==> src/rtl/pc_redirect_ctrl.sv <==
// Redirect sequencer in front of the IF-stage PC: arbitrates trap/ctxret/mret/jump,
// parks a redirect while fetch is busy and drives PC stall plus IF/ID flushes.
module pc_redirect_ctrl #(
  parameter int XLEN         = 32,
  parameter int FLUSH_CYCLES = 2
) (
  input  logic            clk_i,
  input  logic            rst_ni,
  input  logic            hazard_stall_i,
  input  logic            imem_ready_i,
  input  logic            je_i,
  input  logic [XLEN-1:0] jump_addr_i,
  input  logic            system_ret_i,
  input  logic [XLEN-1:0] system_retaddr_i,
  input  logic            ctxret_i,
  input  logic [XLEN-1:0] ctxret_addr_i,
  input  logic            trap_taken_i,
  input  logic [XLEN-1:0] trap_entry_i,
  output logic            redir_valid_o,
  output logic [XLEN-1:0] redir_addr_o,
  output logic [1:0]      redir_src_o,
  output logic            stall_o,
  output logic            flush_if_o,
  output logic            flush_id_o,
  output logic            busy_o
);

  localparam int CNT_W = (FLUSH_CYCLES > 0) ? $clog2(FLUSH_CYCLES + 1) : 1;
  localparam logic [CNT_W-1:0] CNT_INIT = CNT_W'(FLUSH_CYCLES);
  localparam logic [CNT_W-1:0] CNT_ONE  = CNT_W'(1);

  localparam logic [1:0] SRC_JUMP   = 2'd0;
  localparam logic [1:0] SRC_MRET   = 2'd1;
  localparam logic [1:0] SRC_CTXRET = 2'd2;
  localparam logic [1:0] SRC_TRAP   = 2'd3;

  typedef enum logic [1:0] {S_IDLE, S_HOLD, S_FLUSH} state_t;

  state_t            state_q, state_d;
  logic [XLEN-1:0]   pend_addr_q, pend_addr_d;
  logic [1:0]        pend_src_q, pend_src_d;
  logic [CNT_W-1:0]  flush_cnt_q, flush_cnt_d;

  logic              req_vld;
  logic [1:0]        req_src;
  logic [XLEN-1:0]   req_addr;
  logic              sel_vld;
  logic [1:0]        sel_src;
  logic [XLEN-1:0]   sel_addr;
  logic              issue;

  // Fixed-priority winner; during FLUSH the jump and mret sources are wrong-path.
  always_comb begin
    req_vld  = 1'b0;
    req_src  = SRC_JUMP;
    req_addr = '0;
    if (trap_taken_i) begin
      req_vld  = 1'b1;
      req_src  = SRC_TRAP;
      req_addr = trap_entry_i;
    end else if (ctxret_i) begin
      req_vld  = 1'b1;
      req_src  = SRC_CTXRET;
      req_addr = ctxret_addr_i;
    end else if (state_q != S_FLUSH && system_ret_i) begin
      req_vld  = 1'b1;
      req_src  = SRC_MRET;
      req_addr = system_retaddr_i;
    end else if (state_q != S_FLUSH && je_i) begin
      req_vld  = 1'b1;
      req_src  = SRC_JUMP;
      req_addr = jump_addr_i;
    end
  end

  // In HOLD only a strictly higher-priority source displaces the parked entry.
  always_comb begin
    sel_vld  = req_vld;
    sel_src  = req_src;
    sel_addr = req_addr;
    if (state_q == S_HOLD) begin
      sel_vld = 1'b1;
      if (!(req_vld && (req_src > pend_src_q))) begin
        sel_src  = pend_src_q;
        sel_addr = pend_addr_q;
      end
    end
    issue = sel_vld && imem_ready_i;
  end

  always_ff @(posedge clk_i or negedge rst_ni) begin
    if (!rst_ni) begin
      state_q     <= S_IDLE;
      pend_addr_q <= '0;
      pend_src_q  <= '0;
      flush_cnt_q <= '0;
    end else begin
      state_q     <= state_d;
      pend_addr_q <= pend_addr_d;
      pend_src_q  <= pend_src_d;
      flush_cnt_q <= flush_cnt_d;
    end
  end

  always_comb begin
    state_d     = state_q;
    pend_addr_d = pend_addr_q;
    pend_src_d  = pend_src_q;
    flush_cnt_d = flush_cnt_q;
    if (issue) begin
      state_d     = (FLUSH_CYCLES > 0) ? S_FLUSH : S_IDLE;
      flush_cnt_d = CNT_INIT;
    end else if (sel_vld) begin
      state_d     = S_HOLD;
      pend_addr_d = sel_addr;
      pend_src_d  = sel_src;
    end else if (state_q == S_FLUSH) begin
      flush_cnt_d = flush_cnt_q - CNT_ONE;
      if (flush_cnt_q <= CNT_ONE) state_d = S_IDLE;
    end
  end

  // Outputs are forced quiet while reset is held, regardless of input activity.
  always_comb begin
    redir_valid_o = 1'b0;
    redir_addr_o  = '0;
    redir_src_o   = '0;
    stall_o       = 1'b0;
    flush_if_o    = 1'b0;
    flush_id_o    = 1'b0;
    busy_o        = 1'b0;
    if (rst_ni) begin
      if (state_q == S_HOLD) begin
        busy_o     = 1'b1;
        stall_o    = 1'b1;
        flush_if_o = 1'b1;
      end else begin
        stall_o    = hazard_stall_i;
        flush_if_o = (state_q == S_FLUSH);
        if (sel_vld) begin
          stall_o    = 1'b1;
          flush_if_o = 1'b1;
          flush_id_o = 1'b1;
        end
      end
      if (issue) begin
        redir_valid_o = 1'b1;
        redir_addr_o  = sel_addr;
        redir_src_o   = sel_src;
        stall_o       = 1'b0;
        flush_id_o    = 1'b1;
      end
    end
  end

endmodule
==> config.mk <==
export PLATFORM = sky130hd
export DESIGN_NAME = pc_redirect_ctrl
export DESIGN_NICKNAME = d
export VERILOG_FILES = /design/src/rtl/pc_redirect_ctrl.sv
export SDC_FILE = /design/constraint.sdc
export NUM_CORES = 1
export LEC_CHECK = 0
export BUFFER_PORTS_ARGS = -buffer_cell sky130_fd_sc_hd__buf_2
export CORE_UTILIZATION = 45
export CTS_CLUSTER_SIZE = 24
export DETAILED_ROUTE_END_ITERATION = 10
export PLACE_DENSITY = 0.85
export SYNTH_ARGS = -nofsm -noshare
export SYNTH_HDL_FRONTEND = slang
export SYNTH_SLANG_ARGS = --single-unit
==> constraint.sdc <==
create_clock -name clk_i -period 3 [get_ports clk_i]
set_input_delay 0.15 -clock clk_i [delete_from_list [all_inputs] [get_ports clk_i]]
set_output_delay 0.15 -clock clk_i [all_outputs]
set_load 0.05 [all_outputs]
---- Word level (Yosys, flattened, before mapping) ----
Cells that the tools add are included.
Widths: inputs -> output; s select.
storage, ports and cells
  input port bits ......................... 136
  register bits after elaboration ......... 38
  logic and storage cells ................. 64
operators by class
  reductions and logical operators ........ 10
  magnitude comparators ................... 2
  bitwise logic cells ..................... 1
  eq/ne operators ......................... 4
  add/sub/neg operators ................... 1
  mux-type cells .......................... 42
operators with widths
  cell                 number
  $mux 32              8
  $mux 2               13
  $mux 1               21
  $reduce_and 2->1     3
  $reduce_bool 3->1    2
  $logic_and 1x1->1    4
  $eq 2x1->1 const B   1
  $eq 2x2->1 const B   1
  $gt 2x2->1           1
  $le 2x1->1 const B   1
  $ne 2x1->1 const B   1
  $ne 2x2->1 const B   1
  $reduce_bool 2->1    1
  $sub 2x1->2 const B  1
  $not 1->1            1

---- Longest topological paths before layout ----
Gate-level depths: netlist of the first run.
  word-level depth ........................ 11
  depth in mapped cells ................... 13
  gate-level depth less buffers ........... 8

---- Least setup slack after synthesis of the first run ----
Ideal clock, no wire load.
  path type ............................... flip-flop to output port
  start point ............................. register state_q[0]
  end point ............................... output redir_src_o[0]
  slack ................................... -0.637 ns
  data required time ...................... 2.850 ns
  arrival time ............................ 3.487 ns
  stages on the path, launching flop included .. 14
  cell sequence ........................... dfrtp_1 > or2b_1 > buf_4 > buf_2 > buf_2 > a31oi_1 > ha_1 > nand2_1 > o21ai_0 > o21ai_1 > buf_4 > buf_2 > nor2_1 > a211oi_1
on the way
  longest elaborated chain between the ends .. 11
  elaborated cells between the ends (all ways) .. 19
  those cells by class .................... 1 x order compare; 2 x eq/ne; 12 x mux; 4 x reduce/logical
RTL lines
  item                                  RTL line  text
  from (decl)                           39        state_t state_q, state_d;
  from (signal assigned)                98        state_q <= state_d;
  $ne 2x2->1                            65, 69
  $logic_and 1x1->1 (on tied branches)  65, 69
  $mux 1 (on tied branches)             65, 69
  $mux 2 or $mux 1 (tied branches)      61, 65
  $mux 2 or $mux 1 (tied branches)      57, 61
  $gt 2x2->1 or $mux 1 (tied branches)  83, 57
  $logic_and 1x1->1                     83        if (!(req_vld && (req_src > pend_src_q))) begin
  $mux 2                                83
  $mux 2                                81        if (state_q == S_HOLD) begin
  $mux 2 *                              146       if (issue) begin
  $mux 2 *                              132       if (rst_ni) begin
  to (decl)                             21        output logic [1:0] redir_src_o,
Every way passes the cells marked *; elsewhere a longest branch is shown, timed or not.

---- Worst setup path after layout of the first run ----
  start point ............................. register state_q[0]
  end point ............................... output redir_addr_o[21]
on the way
  longest elaborated chain between the ends .. 11
  elaborated cells between the ends (all ways) .. 23
  those cells by class .................... 1 x order compare; 2 x eq/ne; 16 x mux; 4 x reduce/logical
RTL lines
  item                                  RTL line  text
  $ne 2x2->1                            65, 69
  $logic_and 1x1->1 (on tied branches)  65, 69
  $mux 1 (on tied branches)             65, 69
  $mux 2 or $mux 1 (tied branches)      61, 65
  $mux 2 or $mux 1 (tied branches)      57, 61
  $gt 2x2->1 or $mux 1 (tied branches)  83, 57
  $logic_and 1x1->1                     83
  $mux 32                               83
  $mux 32                               81
  $mux 32 *                             146
  $mux 32 *                             132
  to (decl)                             20        output logic [XLEN-1:0] redir_addr_o,
Marked as above.

==> results_dict.tcl, run 1 <==
set metrics [dict create \
    synthTopCellsByArea "dfrtp_1 31%, mux2_4 13%, mux2i_1 11%, a31oi_1 6.6%, o22ai_1 6.6%" \
    die_h_um 85.1 \
    cts_tree "done" \
    skew_ps 3.63 \
    die_w_um 85.1 \
    crit_path_end_kind "output pin" \
    clk_path_buf_depth 2 \
    rrSetupSlack_ps 580 \
    drtAntennaViolNets 0 \
    reg2reg_depth 8 \
    grt_pass1_wl_mm 16.1 \
    yosysSeqAreaShare_pct 30.6 \
    route.detailed.drc 0 \
    finalNonFillerCells 594 \
    syn_area_um2 3110 \
    synth_top_area_cell "dfrtp_1" \
    power_frac_clock_pct 17.7 \
    ys.flop_type "dfrtp_1" \
    status "finished, violations left" \
    routed_wirelength_mm 10.2 \
    gp_congestion 0.879 \
    numCtsBuffers 5 \
    syn_to_final_growth_pct 46.8 \
    coreArea_um2 6490 \
    rsz0062_at_grt "yes" \
    synth_cells 351 \
    crit_type "reg2out" \
    r2r_end "pend_addr_q[29]" \
    crit_end "redir_addr_o[21]" \
    leakagePower_nw 2.24 \
    seq_power_share_pct 34.6 \
    io-pin-count 175 \
    placed_cells 582 \
    final_area_um2 4560 \
    p_sw_share_pct 38.3 \
    cp-start-kind "flip-flop" \
    tightest_slew_ps 650 \
    row_count 29 \
    startpoint "state_q[0]" \
    synth_edf_count 0 \
    grt_max_degree 68 \
    postSynthAreaPerCell_um2 8.85 \
    crit_path_max_fanout 6 \
    ys_ff_latch 38 \
    place_ws_ps 221 \
    grtUsageTotal_pct 27.9 \
    root_buffer "clkbuf_8" \
    dpl.hpwl_mm 7.24 \
    finalCritPeriodShare_pct 96.6 \
    cts.sinks 38 \
    initial_core_util_pct 47.8 \
    arrival_ps 2750 \
    first_pass_iters 4 \
    setup_violations 0 \
    yosys.area.top_type_share_pct 30.6 \
    hp-class "in2async" \
    hold_ws_ps -12.4 \
    finalHoldViolations 14 \
    combPwrFrac_pct 47.7 \
    fin_nets 655 \
    port_buffers 174 \
    fin_util_pct 70.2 \
    wl_per_cell_um 17.1 \
    yosysUniqueCellTypes 33 \
    cts_hold_buf 0 \
    clock.fmax_mhz 345 \
    antenna_found_initial 0 \
    vias 3508 \
    layout_setup_ws_ps 103 \
    vdd_drop_max_uv 243 \
    first_iter_violations 157 \
    r2r_start "state_q[0]" \
    grt_overflow_total 0 \
    async_flop_share_pct 100 \
    h-tree-depth 2 \
    placed_area_um2 4240 \
    ys_warn_count 0 \
    drive_above_1_share_pct 55.3 \
    diodes 0 \
    period_needed_ps 2900 \
    grt_pass1_vias 3430 \
    p_per_area_nw_per_um2 452 \
    syn_nets 490 \
    violations "hold timing" \
    power_switching_w 0.000791 \
    die_area_um2 7240 \
    clk_latency_ps 290 \
    clkTransAtPathRegs_ps 70 \
    drv_slew 0 \
    relSlewSlack_pct 56.7 \
    cap_violations 0 \
    routed_via_density 5.91 \
    critical_path_required_ps 2850 \
    p_int_w 0.00127 \
]
==> critical path, stage by stage (launching register included) <==
cell and delay (ps):
dfrtp_1 420, or2b_2 340, a31oi_4 180, ha_1 250
nand2_1 50, o21ai_1 110, o21ai_4 220, buf_4 180
clkbuf_16 170, mux2i_4 260, nor2_4 40, buf_2 220
==> final cells by class <==
| class | count | area [µm²] |
|---|---|---|
| clock inverter | 1 | 5.00 |
| clock buffer | 7 | 86.3 |
| tap | 77 | 96.3 |
| multi-input combinational | 268 | 2270 |
| fill | 519 | 1930 |
| inverter | 9 | 33.8 |
| timing repair buffer | 194 | 1110 |
| sequential | 38 | 951 |
==> what timing repair did <==
item,in CTS,in global routing
gates cloned,1,1
setup endpoints to repair,33,22
pin swaps,1,2
setup buffers,1,1
resized for setup,12,20
==> synth_stat cells (5+ instances only) <==
master	n
o22ai_1	33
a31oi_1	33
dfrtp_1	38
buf_6	5
mux2i_1	34
buf_2	11
mux2_2	6
a21oi_1	36
clkbuf_1	15
inv_1	8
nand3_1	33
nor2_1	38
mux2_4	26
==> layout by cell type (no fill, tap or decap), types with 2 or more instances in the layout <==
master    netlist  final
a31oi_1        33     32
ha_1            3      3
buf_4           2     16
o21ai_0         3      2
nand3_1        33     33
mux2i_2         0      7
mux2_4         26     26
and2b_1         2      2
nor2_4          0     20
a21oi_1        36     36
nor2_2          0      6
clkbuf_8        0      6
mux2i_1        34     18
a211oi_4        0      2
o21ai_1         2      2
dfrtp_1        38     38
mux2_2          6      6
mux2i_4         0      9
nand2_1         4      4
o22ai_1        33     33
buf_12          0      3
clkbuf_4        0      2
buf_2          11    170
inv_1           8      8
nor2b_1         4      3
nor2_1         38     12
==> per-stage QoR <==
| stage | setup TNS, ps | power (W) | hold WS, ps |
|---|---|---|---|
| 5_1_grt | -4.39 | 0.00217 | 27.9 |
| 3_3_place_gp | 0 | 0.00155 | 300 |
| 2_1_floorplan | 0 | 0.00135 | -146 |
| 4_1_cts | 0 | 0.00200 | 9.23 |
| 3_5_place_dp | 0 | 0.00159 | 319 |
| 6_report | 0 | 0.00206 | -12.4 |
==> flip-flops by register name, summed over array words and instances, names as in the netlist <==
signal       cells
flush_cnt_q      2
pend_src_q       2
pend_addr_q     32
state_q          2
==> cells by family after synthesis <==
logic type      synth area share (%)
compound gates                  21.5
fa+ha+maj                       1.21
buf+inv                         8.05
flops                           30.6
mux                             25.7
simple gates                    12.9
==> routing by layer <==
metal  vias up  part of all wire, %  track usage, %
li1       1634                    -               -
met1      1694                   40            32.0
met2       161                   53            52.6
met3        19                  6.5            5.54
met4         0                  1.4            7.24
met5         -                    0               0
==> power groups by stage <==
stage	Clock, W	Combinational [W]	Sequential [W]
after floorplan	0	0.000669	0.000678
after global placement	0	0.000860	0.000692
after detailed placement	0	0.000888	0.000699
after CTS	0.000369	0.000930	0.000697
after global routing	0.000398	0.00105	0.000727
final	0.000366	0.000984	0.000713
==> worst min path at each step <==
stage / endpoint / depth (start not counted)
after global routing: state_q[1] / 2
after CTS: pend_src_q[1] / 2
after global placement: flush_cnt_q[0] / 2
after floorplan: flush_cnt_q[0] / 0
after detailed placement: state_q[1] / 2
final: state_q[1] / 2
Note: power is estimated with default switching activity, not from simulation.
==> run 2: changes to the inputs <==
--- a/config.mk
+++ b/config.mk
@@ -10,6 +10,7 @@
 export CTS_CLUSTER_SIZE = 24
 export DETAILED_ROUTE_END_ITERATION = 10
 export PLACE_DENSITY = 0.85
+export REMOVE_ABC_BUFFERS = 1
 export SYNTH_ARGS = -nofsm -noshare
 export SYNTH_HDL_FRONTEND = slang
 export SYNTH_SLANG_ARGS = --single-unit
==> run 2 against run 1 <==
Effect of this change: the run now ends clean; combinational power decreased by 10%; count of clock-buffer cells in the layout fell by 1; sequential share of layout area grew 1.1 points; worst setup slack improved by 51 ps; largest power group unchanged.
==> results_dict.tcl, run 2 (synthesis results as in run 1) <==
set metrics [dict create \
    crit_path_end_kind "output pin" \
    crit_chain "or2b_2 > a31oi_4 > ha_1 > nand2_1 > o21ai_2 > o21ai_4 > buf_12 > nor2_1 > a211oi_1 > buf_4" \
    finalCritPeriodShare_pct 94.9 \
    die_area_um2 7240 \
    hp-class "in2reg" \
    clk_latency_ps 290 \
    crit_type "reg2out" \
    drtAntennaViolNets 0 \
    initial_core_util_pct 47.8 \
    arrival_ps 2700 \
    gp_congestion 0.774 \
    place_ws_ps 245 \
    diodes 0 \
    cp-start-kind "flip-flop" \
    max_flop_register "pend_addr_q" \
    die_w_um 85.1 \
    wl_per_cell_um 16.3 \
    antenna_found_initial 0 \
    p_per_area_nw_per_um2 489 \
    grt_pass1_vias 3337 \
    rsz0062_at_grt "no" \
    numCtsBuffers 5 \
    cts_tree "done" \
    slowest_delay_ps 420 \
    setup_tns_ps 0 \
    grtUsageTotal_pct 26.2 \
    cap_violations 0 \
    placed_cells 579 \
    h-tree-depth 2 \
    port_buffers 174 \
    layout_setup_ws_ps 154 \
    clk_path_buf_depth 2 \
    grt_max_degree 68 \
    root_buffer "clkbuf_8" \
    power_frac_clock_pct 25.5 \
    combPwrFrac_pct 41.6 \
    grt_pass1_wl_mm 15.1 \
    status "complete, no violations" \
    clock.fmax_mhz 351 \
    p_int_w 0.00140 \
    drive_above_1_share_pct 46.9 \
    routed_via_density 5.74 \
    placed_area_um2 3980 \
    finalNonFillerCells 593 \
    cts.sinks 38 \
    worstHoldStart "imem_ready_i" \
    period_needed_ps 2850 \
    grt_overflow_total 0 \
    coreArea_um2 6490 \
    first_pass_iters 5 \
    power_switching_w 0.000716 \
    fin_nets 654 \
    largest_reg_flops 32 \
    fin_util_pct 66.6 \
    finalHoldViolations 0 \
    skew_ps 3.01 \
    route.detailed.drc 0 \
    crit_path_top_delay_cell "dfrtp_1" \
    tightest_slew_ps 648 \
    crit_path_max_fanout 5 \
    rrSetupSlack_ps 570 \
    syn_to_final_growth_pct 39.3 \
    r2r_start "state_q[0]" \
    die_h_um 85.1 \
    layout_common_cells "160 x buf_2, 38 x nor2_1, 38 x dfrtp_1, 36 x a21oi_1, 34 x mux2i_1" \
    relSlewSlack_pct 56.8 \
    final_common_cell "buf_2" \
    startpoint "state_q[0]" \
    row_count 29 \
    setup_violations 0 \
    first_iter_violations 125 \
    critical_path_required_ps 2850 \
    drv_slew 0 \
    io-pin-count 175 \
    seq_power_share_pct 32.9 \
    final_area_um2 4330 \
    leakagePower_nw 2.31 \
    p_sw_share_pct 33.9 \
    dpl.hpwl_mm 6.63 \
    vdd_drop_max_uv 282 \
    vias 3406 \
    routed_wirelength_mm 9.65 \
    clkTransAtPathRegs_ps 80 \
]
## run 2: layout make-up
class,count,area [µm²]
Fill cell,530,2170
Multi-Input combinational cell,269,1960
Timing Repair Buffer,192,1150
Sequential cell,38,951
Tap cell,77,96.3
Clock buffer,6,82.6
Clock inverter,2,60.1
Inverter,9,33.8
## run 2: final timing paths
path,end,cells past startpoint
worst max-delay path,redir_src_o[0],10
max in group asynchronous,pend_addr_q[20],3
worst min-delay path,state_q[0],2
worst max register to register,pend_addr_q[28],8
worst min register to register,pend_addr_q[0],1
min in group asynchronous,pend_addr_q[13],3
## run 2: repair_timing
| item | in CTS | in global routing |
|---|---|---|
| gates resized for setup | 5 | 32 |
| endpoints found under the setup margin | 32 | 34 |
| hold buffers | 1 | 0 |
| endpoints found under the hold margin | 38 | 0 |
| gates cloned | 0 | 4 |
| setup buffers | 0 | 1 |
| pin swaps | 1 | 1 |
## run 2: routing by layer
metal	share of wire, %	GRT usage (%)	vias to the layer above
met5	0	0	-
met4	2.7	10.0	0
met3	6.2	4.67	21
met2	50	47.9	178
met1	41	30.2	1577
li1	-	-	1630
## run 2: per-stage QoR
stage | total power [W] | hold slack (ps)
floorplan | 0.00126 | -146
global placement | 0.00147 | 264
detailed placement | 0.00151 | 276
CTS | 0.00206 | 106
global route | 0.00223 | 135
finish | 0.00212 | 128
## run 2: power groups by stage
stage | sequential (W) | clock, W | combinational, W
after global placement | 0.000691 | 0 | 0.000783
after detailed placement | 0.000697 | 0 | 0.000809
after global routing | 0.000709 | 0.000571 | 0.000949
after CTS | 0.000692 | 0.000545 | 0.000818
after floorplan | 0.000678 | 0 | 0.000581
final | 0.000696 | 0.000539 | 0.000881
## run 2: critical path: cells and delay by family (launching register included)
| kind | cells | cell delay (ps) |
|---|---|---|
| AND/OR/NAND/NOR | 3 | 450 |
| adder cells (fa/ha/maj) | 1 | 260 |
| AO/OA/AOI/OAI | 4 | 850 |
| flip-flops | 1 | 420 |
| buffers and inverters | 2 | 410 |
==> run 3: changes to the inputs <==
--- a/config.mk
+++ b/config.mk
@@ -6,10 +6,11 @@
 export NUM_CORES = 1
 export LEC_CHECK = 0
 export BUFFER_PORTS_ARGS = -buffer_cell sky130_fd_sc_hd__buf_2
-export CORE_UTILIZATION = 45
+export CORE_UTILIZATION = 46
+export CTS_BUF_LIST = sky130_fd_sc_hd__clkbuf_8
 export CTS_CLUSTER_SIZE = 24
 export DETAILED_ROUTE_END_ITERATION = 10
-export PLACE_DENSITY = 0.85
+export PLACE_DENSITY = 0.87
 export REMOVE_ABC_BUFFERS = 1
 export SYNTH_ARGS = -nofsm -noshare
 export SYNTH_HDL_FRONTEND = slang
==> run 3 against run 2 <==
Effect of this change: the run now ends with DRC, hold timing left; maximum frequency down 0.10%; worst hold slack worse by 140 ps; clock power down 35%; die area down 2.1%; register-to-register slack worse by 400 ps; flip-flop and latch count unchanged; first-iteration DRC count up 31%; routed wire length up 0.39%; final area down 4.0%; worst setup slack worse by 2.9 ps; sequential share of layout area up 0.91 points; count of clock-buffer cells in the layout unchanged; largest cell class unchanged; highest routed layer unchanged.
==> results_dict.tcl, run 3 (synthesis results as in run 1) <==
set metrics [dict create \
    first_iter_violations 164 \
    routed_via_density 5.80 \
    arrival_ps 2700 \
    period_needed_ps 2850 \
    dpl.hpwl_mm 6.85 \
    grt_pass1_vias 3373 \
    cts_setup_buffers 0 \
    die_h_um 84.2 \
    grt_overflow_total 0 \
    initial_core_util_pct 48.4 \
    first_pass_iters 7 \
    cp_top_family "compound AO/OA/AOI/OAI gates" \
    relSlewSlack_pct 34.1 \
    grt_max_degree 68 \
    crit_type "reg2out" \
    grtUsageTotal_pct 27.1 \
    cap_violations 0 \
    die_w_um 84.2 \
    clkTransAtPathRegs_ps 80 \
    startpoint "state_q[0]" \
    finalCritPeriodShare_pct 95.0 \
    clk_latency_ps 280 \
    crit_chain "or2b_2 > a31oi_2 > ha_1 > nand2_1 > o21ai_1 > o21ai_4 > buf_12 > nor2_1 > a211oi_1 > buf_4" \
    r2r_start "state_q[0]" \
    leakagePower_nw 2.26 \
    coreArea_um2 6420 \
    antenna_found_initial 0 \
    clock.fmax_mhz 351 \
    slowest_delay_ps 410 \
    fillers 545 \
    crit_path_end_kind "output pin" \
    cts_hold_buf 0 \
    vdd_drop_max_uv 186 \
    setup_tns_ps 0 \
    cp-start-kind "flip-flop" \
    io-pin-count 175 \
    largest_reg_flops 32 \
    setup_violations 0 \
    routed_wirelength_mm 9.69 \
    syn_to_final_growth_pct 33.7 \
    finalHoldViolations 19 \
    crit_buf_inv 2 \
    h-tree-depth 2 \
    p_per_area_nw_per_um2 454 \
    skew_ps 10.2 \
    numCtsBuffers 5 \
    critical_path_required_ps 2850 \
    die_area_um2 7090 \
    fin_nets 652 \
    vias 3429 \
    route.detailed.drc 22 \
    clk_path_buf_depth 2 \
    layout_common_cells "172 x buf_2, 38 x nor2_1, 38 x dfrtp_1, 36 x a21oi_1, 34 x mux2i_1" \
    final_common_cell "buf_2" \
    tightest_slew_ps 989 \
    port_buffers 174 \
    wl_per_cell_um 16.4 \
    drv_slew 0 \
    rsz0062_at_grt "no" \
    max_flop_register "pend_addr_q" \
    hold_ws_ps -11.3 \
    crit_path_top_delay_cell "dfrtp_1" \
    row_count 29 \
    violations "DRC, hold timing" \
    crit_path_max_fanout 10 \
    status "finished, violations left" \
    diodes 0 \
    root_buffer "clkbuf_8" \
    hp-class "in2async" \
    drive_above_1_share_pct 46.7 \
    grt_pass1_wl_mm 15.5 \
    cts_tree "done" \
    gp_congestion 0.746 \
    cts.sinks 38 \
    drtAntennaViolNets 0 \
]
[run 3: changes by cell type in the layout (fill, tap and decap cells not counted), sizes merged]
cell | previous run | this run
buf | 187 | 190
bufinv | 2 | 0
clkbuf | 10 | 7
clkinv | 0 | 1
dlygate4sd3 | 1 | 0
inv | 9 | 10
o21ai | 6 | 5
[run 3: final cells by class]
type	instances	area [µm²]	area share, %
tap	77	96.3	2.32
clock inverter	2	8.76	0.211
inverter	9	33.8	0.813
clock buffer	6	82.6	1.99
multi-input combinational	268	1930	46.5
sequential	38	951	22.9
timing repair buffer	191	1050	25.3
[run 3: per-stage QoR]
step	util [%]	setup WS, ps	total power [W]	cell area, µm²	cells
final	64.7	151	0.00189	4160	591
after global routing	64.7	10.2	0.00200	4160	591
after CTS	63.8	4.37	0.00188	4100	590
after detailed placement	62.4	20.7	0.00152	4010	582
after global placement	62.4	180	0.00148	4010	582
after floorplan	-	-2980	0.00126	2890	315
[run 3: what timing repair did]
action	in CTS	in global routing
resized for setup	0	11
endpoints found under the hold margin	0	0
setup endpoints to repair	0	60
[run 3: where the power goes]
part | internal (W) | switching [W] | leakage (nW) | total [W]
sequential | 0.000626 | 0.0000708 | 0.436 | 0.000697
combinational | 0.000388 | 0.000451 | 1.77 | 0.000839
clock | 0.000182 | 0.000170 | 0.0524 | 0.000352
total | 0.00120 | 0.000691 | 2.26 | 0.00189
[run 3: final timing paths]
check | slack, ps | end | cells past startpoint
max | 150 | redir_src_o[1] | 10
min | -10 | pend_addr_q[21] | 2
max reg2reg | 170 | pend_addr_q[4] | 7
min reg2reg | 510 | pend_addr_q[5] | 1
max in group asynchronous | 2640 | pend_src_q[1] | 2
min in group clk_i | 100 | state_q[0] | 2
[run 3: per-layer routing]
layer | global-route usage, % | vias up | part of all wire (%)
met1 | 31.0 | 1619 | 40
met2 | 51.0 | 170 | 52
met3 | 5.11 | 18 | 6.6
li1 | - | 1622 | -
met5 | 0 | - | 0
met4 | 8.31 | 0 | 1.7
[run 3: worst register-to-register path, delay by kind of cell (launching register included)]
family,cells,cell delay (ps)
DFF,1,410
and+or+nand+nor,2,360
muxes,1,430
adders and majority gates,1,180
AOI/OAI and AO/OA,3,1330
